## config.mk

```make
export PLATFORM = sky130hd
export DESIGN_NAME = id_ctrl
export DESIGN_NICKNAME = d
export VERILOG_FILES = /design/src/rtl/id_ctrl.sv
export SDC_FILE = /design/constraint.sdc
export NUM_CORES = 1
export LEC_CHECK = 0
export CAP_MARGIN = 20
export CORE_MARGIN = 2
export CORE_UTILIZATION = 39
export DETAILED_ROUTE_END_ITERATION = 8
export HOLD_SLACK_MARGIN = 0.08
export PLACE_DENSITY = 0.84
export SLEW_MARGIN = 25
export SYNTH_ARGS = -nofsm -noshare
export SYNTH_HDL_FRONTEND = slang
export SYNTH_SLANG_ARGS = --single-unit
```

## constraint.sdc

```tcl
create_clock -name clk -period 2.1 [get_ports clk]
set_input_delay 0.42 -clock clk [delete_from_list [all_inputs] [get_ports clk]]
set_output_delay 0.42 -clock clk [all_outputs]
set_load 0.01 [all_outputs]
```

## src/rtl/id_ctrl.sv

```systemverilog
// rtl/id_ctrl.sv - decode-stage controller: ID register, load-use stall, BEQ resolve, HALT
module id_ctrl #(
   parameter logic [15:0] NOP_INSTR  = 16'h0000,
   parameter int unsigned LOAD_STALL = 1,
   parameter logic [3:0]  OP_LOAD    = 4'h8,
   parameter logic [3:0]  OP_STORE   = 4'h9,
   parameter logic [3:0]  OP_BEQ     = 4'hC,
   parameter logic [3:0]  OP_HALT    = 4'hF
) (
   input  logic        clk,
   input  logic        rst,
   input  logic [15:0] instruction,
   input  logic [15:0] pc,
   input  logic [15:0] rs_data,
   input  logic [15:0] rt_data,
   output logic        if_enable,
   output logic        branch_enable,
   output logic [5:0]  imm_pc_offset,
   output logic [2:0]  rs_addr,
   output logic [2:0]  rt_addr,
   output logic        ex_valid,
   output logic [15:0] ex_instr,
   output logic [15:0] ex_pc,
   output logic [2:0]  ex_rd,
   output logic        ex_we,
   output logic        ex_is_load,
   output logic        halted
);

   typedef enum logic [1:0] {ST_RUN, ST_STALL, ST_HALT} state_t;

   localparam logic [2:0] STALL_INIT = 3'(LOAD_STALL - 1);

   state_t      state_q, state_d;
   logic [2:0]  cnt_q, cnt_d;
   logic [15:0] id_instr_q, id_pc_q;
   logic [15:0] ex_instr_q, ex_pc_q;
   logic        ex_valid_q, ex_we_q, ex_is_load_q;

   logic [3:0]  id_op;
   logic        id_is_nop, reads_rs, reads_rt, hazard, id_we, id_is_load;
   logic        if_en, br_en, id_load, id_squash, ex_adv;

   assign id_op      = id_instr_q[15:12];
   assign id_is_nop  = (id_instr_q == NOP_INSTR);
   assign reads_rs   = !id_is_nop && (id_op != OP_HALT);
   assign reads_rt   = !id_is_nop && ((id_op <= 4'h7) || (id_op == OP_STORE) || (id_op == OP_BEQ));
   assign id_we      = !id_is_nop && (id_op <= 4'h8);
   assign id_is_load = !id_is_nop && (id_op == OP_LOAD);

   assign rs_addr = id_instr_q[8:6];
   assign rt_addr = id_instr_q[5:3];
   assign ex_rd   = ex_instr_q[11:9];

   assign hazard = ex_valid_q && ex_is_load_q &&
                   ((reads_rs && (ex_rd == rs_addr)) || (reads_rt && (ex_rd == rt_addr)));

   always_comb begin
      state_d   = state_q;
      cnt_d     = cnt_q;
      if_en     = 1'b0;
      br_en     = 1'b0;
      id_load   = 1'b0;
      id_squash = 1'b0;
      ex_adv    = 1'b0;
      case (state_q)
         ST_RUN: begin
            if (hazard) begin
               // single-cycle stall stays in RUN; the bubble clears the hazard next cycle
               if (LOAD_STALL > 1) begin
                  state_d = ST_STALL;
                  cnt_d   = STALL_INIT;
               end
            end else if (!id_is_nop && (id_op == OP_HALT)) begin
               state_d   = ST_HALT;
               id_squash = 1'b1;
            end else if (!id_is_nop && (id_op == OP_BEQ)) begin
               if_en = 1'b1;
               br_en = (rs_data == rt_data);
               if (br_en) id_squash = 1'b1;
               else       id_load   = 1'b1;
            end else begin
               if_en   = 1'b1;
               id_load = 1'b1;
               ex_adv  = 1'b1;
            end
         end
         ST_STALL: begin
            if (cnt_q <= 3'd1) begin
               state_d = ST_RUN;
               cnt_d   = 3'd0;
            end else begin
               cnt_d = cnt_q - 3'd1;
            end
         end
         ST_HALT: ;
         default: state_d = ST_RUN;
      endcase
   end

   always_ff @(posedge clk or negedge rst) begin
      if (!rst) begin
         state_q      <= ST_RUN;
         cnt_q        <= 3'd0;
         id_instr_q   <= NOP_INSTR;
         id_pc_q      <= 16'd0;
         ex_valid_q   <= 1'b0;
         ex_instr_q   <= 16'd0;
         ex_pc_q      <= 16'd0;
         ex_we_q      <= 1'b0;
         ex_is_load_q <= 1'b0;
      end else begin
         state_q <= state_d;
         cnt_q   <= cnt_d;
         if (id_load) begin
            id_instr_q <= instruction;
            id_pc_q    <= pc;
         end else if (id_squash) begin
            id_instr_q <= NOP_INSTR;
            id_pc_q    <= pc;
         end
         if (ex_adv) begin
            ex_valid_q   <= !id_is_nop;
            ex_instr_q   <= id_instr_q;
            ex_pc_q      <= id_pc_q;
            ex_we_q      <= id_we;
            ex_is_load_q <= id_is_load;
         end else begin
            ex_valid_q   <= 1'b0;
            ex_instr_q   <= NOP_INSTR;
            ex_we_q      <= 1'b0;
            ex_is_load_q <= 1'b0;
         end
      end
   end

   // fetch-facing outputs are forced to their idle values while reset is held
   assign if_enable     = if_en | ~rst;
   assign branch_enable = br_en & rst;
   assign imm_pc_offset = rst ? id_instr_q[5:0] : 6'd0;

   assign ex_valid   = ex_valid_q;
   assign ex_instr   = ex_instr_q;
   assign ex_pc      = ex_pc_q;
   assign ex_we      = ex_we_q;
   assign ex_is_load = ex_is_load_q;
   assign halted     = (state_q == ST_HALT);

endmodule

```

; ---- Yosys cells after proc, flatten, opt, wreduce, memory -nomap -nowiden
; Cells that the tools add are included.
[word_totals]
input_bits = 66
reg_bits = 72
elab_cells = 83
out_inout_bits = 53
[op_classes]
reduce_logical = 18
add_sub_neg = 1
order_cmp = 3
n_bitwise = 4
eq_ne = 13
muxes = 35
[op_table]
columns = cell, n
row1 = two-way mux 16 bit, 5
row2 = two-way mux 1 bit, 24
row3 = == test 16 bit, 1
row4 = "== test 4 bit, second input constant", 4
row5 = logical NOT 16 bit, 1
row6 = logical AND 1 bit, 10
row7 = == test 3 bit, 2
row8 = two-way mux 2 bit, 3
row9 = two-way mux 6 bit, 1
row10 = "inequality test 2 bit, second input constant", 3
row11 = one-hot mux 2 bit (3 select lines), 1
row12 = "less-or-equal comparator 4 x 3 -> 1 bit, second input constant", 1
row13 = "less-or-equal comparator 4 bit, second input constant", 1
row14 = "inequality test 4 bit, second input constant", 1
row15 = AND reduction 4 bit, 1
row16 = "less-or-equal comparator 3 x 1 -> 1 bit, second input constant", 1
row17 = logical OR 1 bit, 3
row18 = two-way mux 3 bit, 1
row19 = "subtractor 3 x 1 -> 3 bit, second input constant", 1
row20 = "== test 2 x 1 -> 1 bit, second input constant", 1
row21 = "== test 2 bit, second input constant", 1
row22 = logical NOT 2 bit, 1
row23 = NOT 1 bit, 2
row24 = nonzero test 2 bit, 1
row25 = other kinds (3), 3

; ---- Longest topological paths before layout
[depth]
depth_word = 11
depth_mapped = 8
ltp_nobuf = 5

; ---- Least setup slack after synthesis
; OpenSTA, ideal clock, no wires.
[synth_path]
kind = reg2out
from = reg id_instr_q[4]
to = out branch_enable
n_path_buf = 0
path_stages_with_launch = 6
setup_slack_ns = -0.176
required_time_ns = 1.680
arrival_ns = 1.856
cell_sequence = dfrtp_1 > nor4_1 > nand3_1 > o311a_4 > and2_1 > nor4b_1
[synth_between]
elab_chain_len = 9
word_cells_on_any_way = 16
cone_classes = 1 x eq/ne / 4 x mux / 1 x bitwise / 10 x reduce/logical
[synth_lines]
columns = element, line_no
row1 = from (decl), 36  ; logic [15:0] id_instr_q, id_pc_q;
row2 = from (signal assigned), 116  ; id_instr_q <= instruction;
row3 = logical NOT 16 bit, 45  ; assign id_is_nop = (id_instr_q == NOP_INSTR);
row4 = logical NOT 1 bit, -
row5 = "logical AND 1 bit, on equally long branches", "46, 47"
row6 = logical AND 1 bit, 56  ; ((reads_rs && (ex_rd == rs_addr)) || (reads_rt && (ex_rd == rt_addr)));
row7 = logical OR 1 bit, 56
row8 = logical AND 1 bit, 55  ; assign hazard = ex_valid_q && ex_is_load_q &&
row9 = two-way mux 1 bit *, 68  ; if (hazard) begin
row10 = two-way mux 1 bit *, 66  ; case (state_q)
row11 = bitwise AND 1 bit *, 139  ; assign branch_enable = br_en & rst;
row12 = to (decl), 17  ; output logic branch_enable,
; Mark *: on every way between the ends. The rest lies on a longest branch, timed or not.

; ---- Final worst setup path
[layout_path]
from = reg id_instr_q[13]
to = out branch_enable
[layout_between]
elab_chain_len = 10
word_cells_on_any_way = 22
cone_classes = 1 x order compare / 4 x eq/ne / 4 x mux / 1 x bitwise / 12 x reduce/logical
[layout_lines]
columns = element, line_no
row1 = less-or-equal comparator 4 x 3 -> 1 bit or == test 4 bit (tied branches), 47  ; assign reads_rt = !id_is_nop && ((id_op <= 4'h7) || (id_op == OP_STORE) || (id_op == OP_BEQ));
row2 = logical OR 1 bit (2 in series), 47
row3 = logical AND 1 bit, 47
row4 = logical AND 1 bit, 56
row5 = logical OR 1 bit, 56
row6 = logical AND 1 bit, 55
row7 = two-way mux 1 bit *, 68
row8 = two-way mux 1 bit *, 66
row9 = bitwise AND 1 bit *, 139
; Marked as above.

==> qor.yml <==
status:
  outcome: "complete, but fails checks"
  failed_checks: "setup timing"
drt:
  vias: 2557
  ant_nets: 0
  wl_um: 9570
  wl_per_cell_um: 18.0
  drc_errors: 0
  viasPerCell: 4.81
  drt-initial-drc-count: 92
  drt_pass1_iterations: 4
floorplanning:
  die_height_um: 92.6
  rows: 32
  ios: 119
  initial_utilization_pct: 40.0
  die_area_um2: 8570
  die_x_um: 92.6
  core_um2: 7650
flow_run:
  cap_violations: 0
placement:
  detailed_place.area_um2: 4660
  preCtsSetupSlack_ns: -1.03
  globalplace.congestion: 0.802
  portBuffers: 118
  dpl.hpwl_um: 6180
  dp_cells: 498
global_routing:
  grt_usage_pct: 21.5
  grt_pass1_vias: 2766
  grt_max_degree: 23
  grt_first_pass_wirelength_um: 14000
  antenna_found_initial: 0
  grt_overflow: 0
min_path:
  hp-class: "in2async"
clocking:
  cts_tree: "yes"
  cts_sinks: 68
  cts_buffers: 9
  clockRootBuffer: "clkbuf_8"
  cts-htree-levels: 3
  path_clk_slew_ns: 0.07
  clkLatencyLatePin_ns: 0.34
  clock_path_buffers: 2
logic_synthesis:
  synthTopCellsByCount: "68 x dfrtp_1, 33 x inv_1, 17 x mux2_2, 17 x nor2_1"
  syn_nets: 310
  synth_most_common_cell: "dfrtp_1"
  yosysSeqAreaShare_pct: 55.6
  synthDistinctLibCells: 31
  async_flop_share_pct: 100
  synth_edf_count: 0
  synth_area_um2: 3060
  yosys.area.top_type_share_pct: 55.6
  ys_ff_latch: 68
  synthFlopType: "dfrtp_1"
  synth_area_leaders: "dfrtp_1 56%, mux2_4 6.9%, mux2_2 6.3%, o32ai_1 4.6%, xnor2_1 4.6%"
  synth_top_area_cell: "dfrtp_1"
  syn_inst: 244
  synth_area_per_cell_um2: 12.5
  yosysWarningCount: 0
worst_setup_path:
  cp_max_fo: 3
  crit_type: "reg2out"
  crit_path_end_kind: "primary output"
  arrival_ns: 2.24
  critPathLaunch: "id_instr_q[13]"
  critPathRequiredTime_ns: 1.68
  worst_r2r_startpoint: "id_instr_q[13]"
  cp-start-kind: "flip-flop"
timing:
  period_share_pct: 127
  layout_setup_ws_ns: -0.564
  slew_headroom_pct: 58.9
  fin_crit_ns: 2.66
  maxSlewViolCount: 0
  max_freq_ghz: 0.375
  worst_slew_pin_slew_ns: 0.612
  fin_skew_ns: 0.00725
  hold_slack_ns: 0.0980
  setup_viol: 56
  hold_viol: 0
  rsz0062_at_grt: "yes"
layout:
  drive_above_1_share_pct: 38.8
  diodes: 0
  final_area_um2: 5550
  stdcell_count: 532
  fill_cells: 507
  ff_latch_area_um2: 1700
  area_growth_pct: 81.5
  multi_input_area_um2: 1550
  final_nets: 491
power_and_ir_drop:
  ir_worst_vdd_mv: 0.424
  power_density_nw_per_um2: 500
  p_leak_uw: 0.00251
-- logic make-up (layout without fill, tap and decap cells) --
logic type,after synthesis,after routing,share of synthesized area [%]
flip-flops,68,68,55.6
buffers and inverters,52,235,8.59
AND/OR/NAND/NOR,46,46,8.14
multiplexers,32,32,13.5
AO/OA/AOI/OAI,23,26,7.53
XOR/XNOR,23,23,6.59
-- through the flow --
step / total power [uW] / setup TNS (ns) / util [%]
6_report: 2780 / -8.24 / 72.6
5_1_grt: 2880 / -12.24 / 72.6
4_1_cts: 2790 / -5.35 / 67.9
3_5_place_dp: 1590 / -19.24 / 61.0
3_3_place_gp: 1580 / -16.25 / 61.0
2_1_floorplan: 1410 / -0.00554 / -
-- final timing paths --
path	to	slack, ns	depth (start not counted)
min	id_pc_q[11]	0.1	2
max	branch_enable	-0.56	6
min in group clk	ex_pc[13]	0.51	1
max reg2reg	id_pc_q[13]	-0.24	9
min reg2reg	ex_pc[13]	0.51	1
max in group asynchronous	ex_instr[5]	1.29	3
-- flip-flops by register name, summed over array words and instances (netlist names) --
register,flops
ex_we,1
ex_valid,1
id_pc_q,16
ex_instr,16
state_q,1
ex_is_load,1
id_instr_q,16
ex_pc,16
-- power breakdown --
| part | switching, uW | internal, uW | leakage [uW] | total [uW] |
|---|---|---|---|---|
| logic | 81.8 | 159 | 0.00149 | 241 |
| clock network | 500 | 701 | 0.000116 | 1200 |
| registers | 8.99 | 1320 | 0.000908 | 1330 |
-- critical path, cell delays in order, from the launching register on --
cell and delay [ns]:
dfrtp_1 0.42, nor4_4 0.29, buf_4 0.16, nand4_1 0.13, or4_4 0.46, nor4b_4 0.26
buf_2 0.18
-- cell type report --
cell class,count,area share (%)
repair buffers,186,32.9
flip-flops and latches,68,30.7
multi-input cells,127,27.9
clock buffers,10,2.48
well taps,102,2.30
inverters,33,2.23
clock inverters,6,1.58
-- layer usage --
| layer | global-route usage [%] | up-vias | part of all wire [%] |
|---|---|---|---|
| met5 | 0 | - | 0 |
| met4 | 9.58 | 0 | 1.7 |
| met3 | 3.66 | 13 | 3.6 |
| met2 | 37.5 | 72 | 55 |
| met1 | 26.0 | 1278 | 40 |
| li1 | - | 1194 | - |
-- what timing repair did --
action,CTS,global route
endpoints found under the hold margin,3,3
resized for setup,68,67
pin swaps,15,18
setup buffers,45,8
hold buffers,1,1
gates cloned,4,2
endpoints found under the setup margin,69,68
-- placed cells by master (no fill, tap or decap), types with 9 or more instances in the layout --
master | netlist | layout
clkdlybuf4s50_1 | 0 | 106
dfrtp_1 | 68 | 68
buf_4 | 13 | 49
inv_1 | 33 | 32
mux2_4 | 14 | 28
nor2_4 | 0 | 16
xnor2_1 | 16 | 15
clkbuf_8 | 0 | 10
o32ai_2 | 0 | 9
buf_6 | 2 | 9
(Power assumes the default switching activity.)
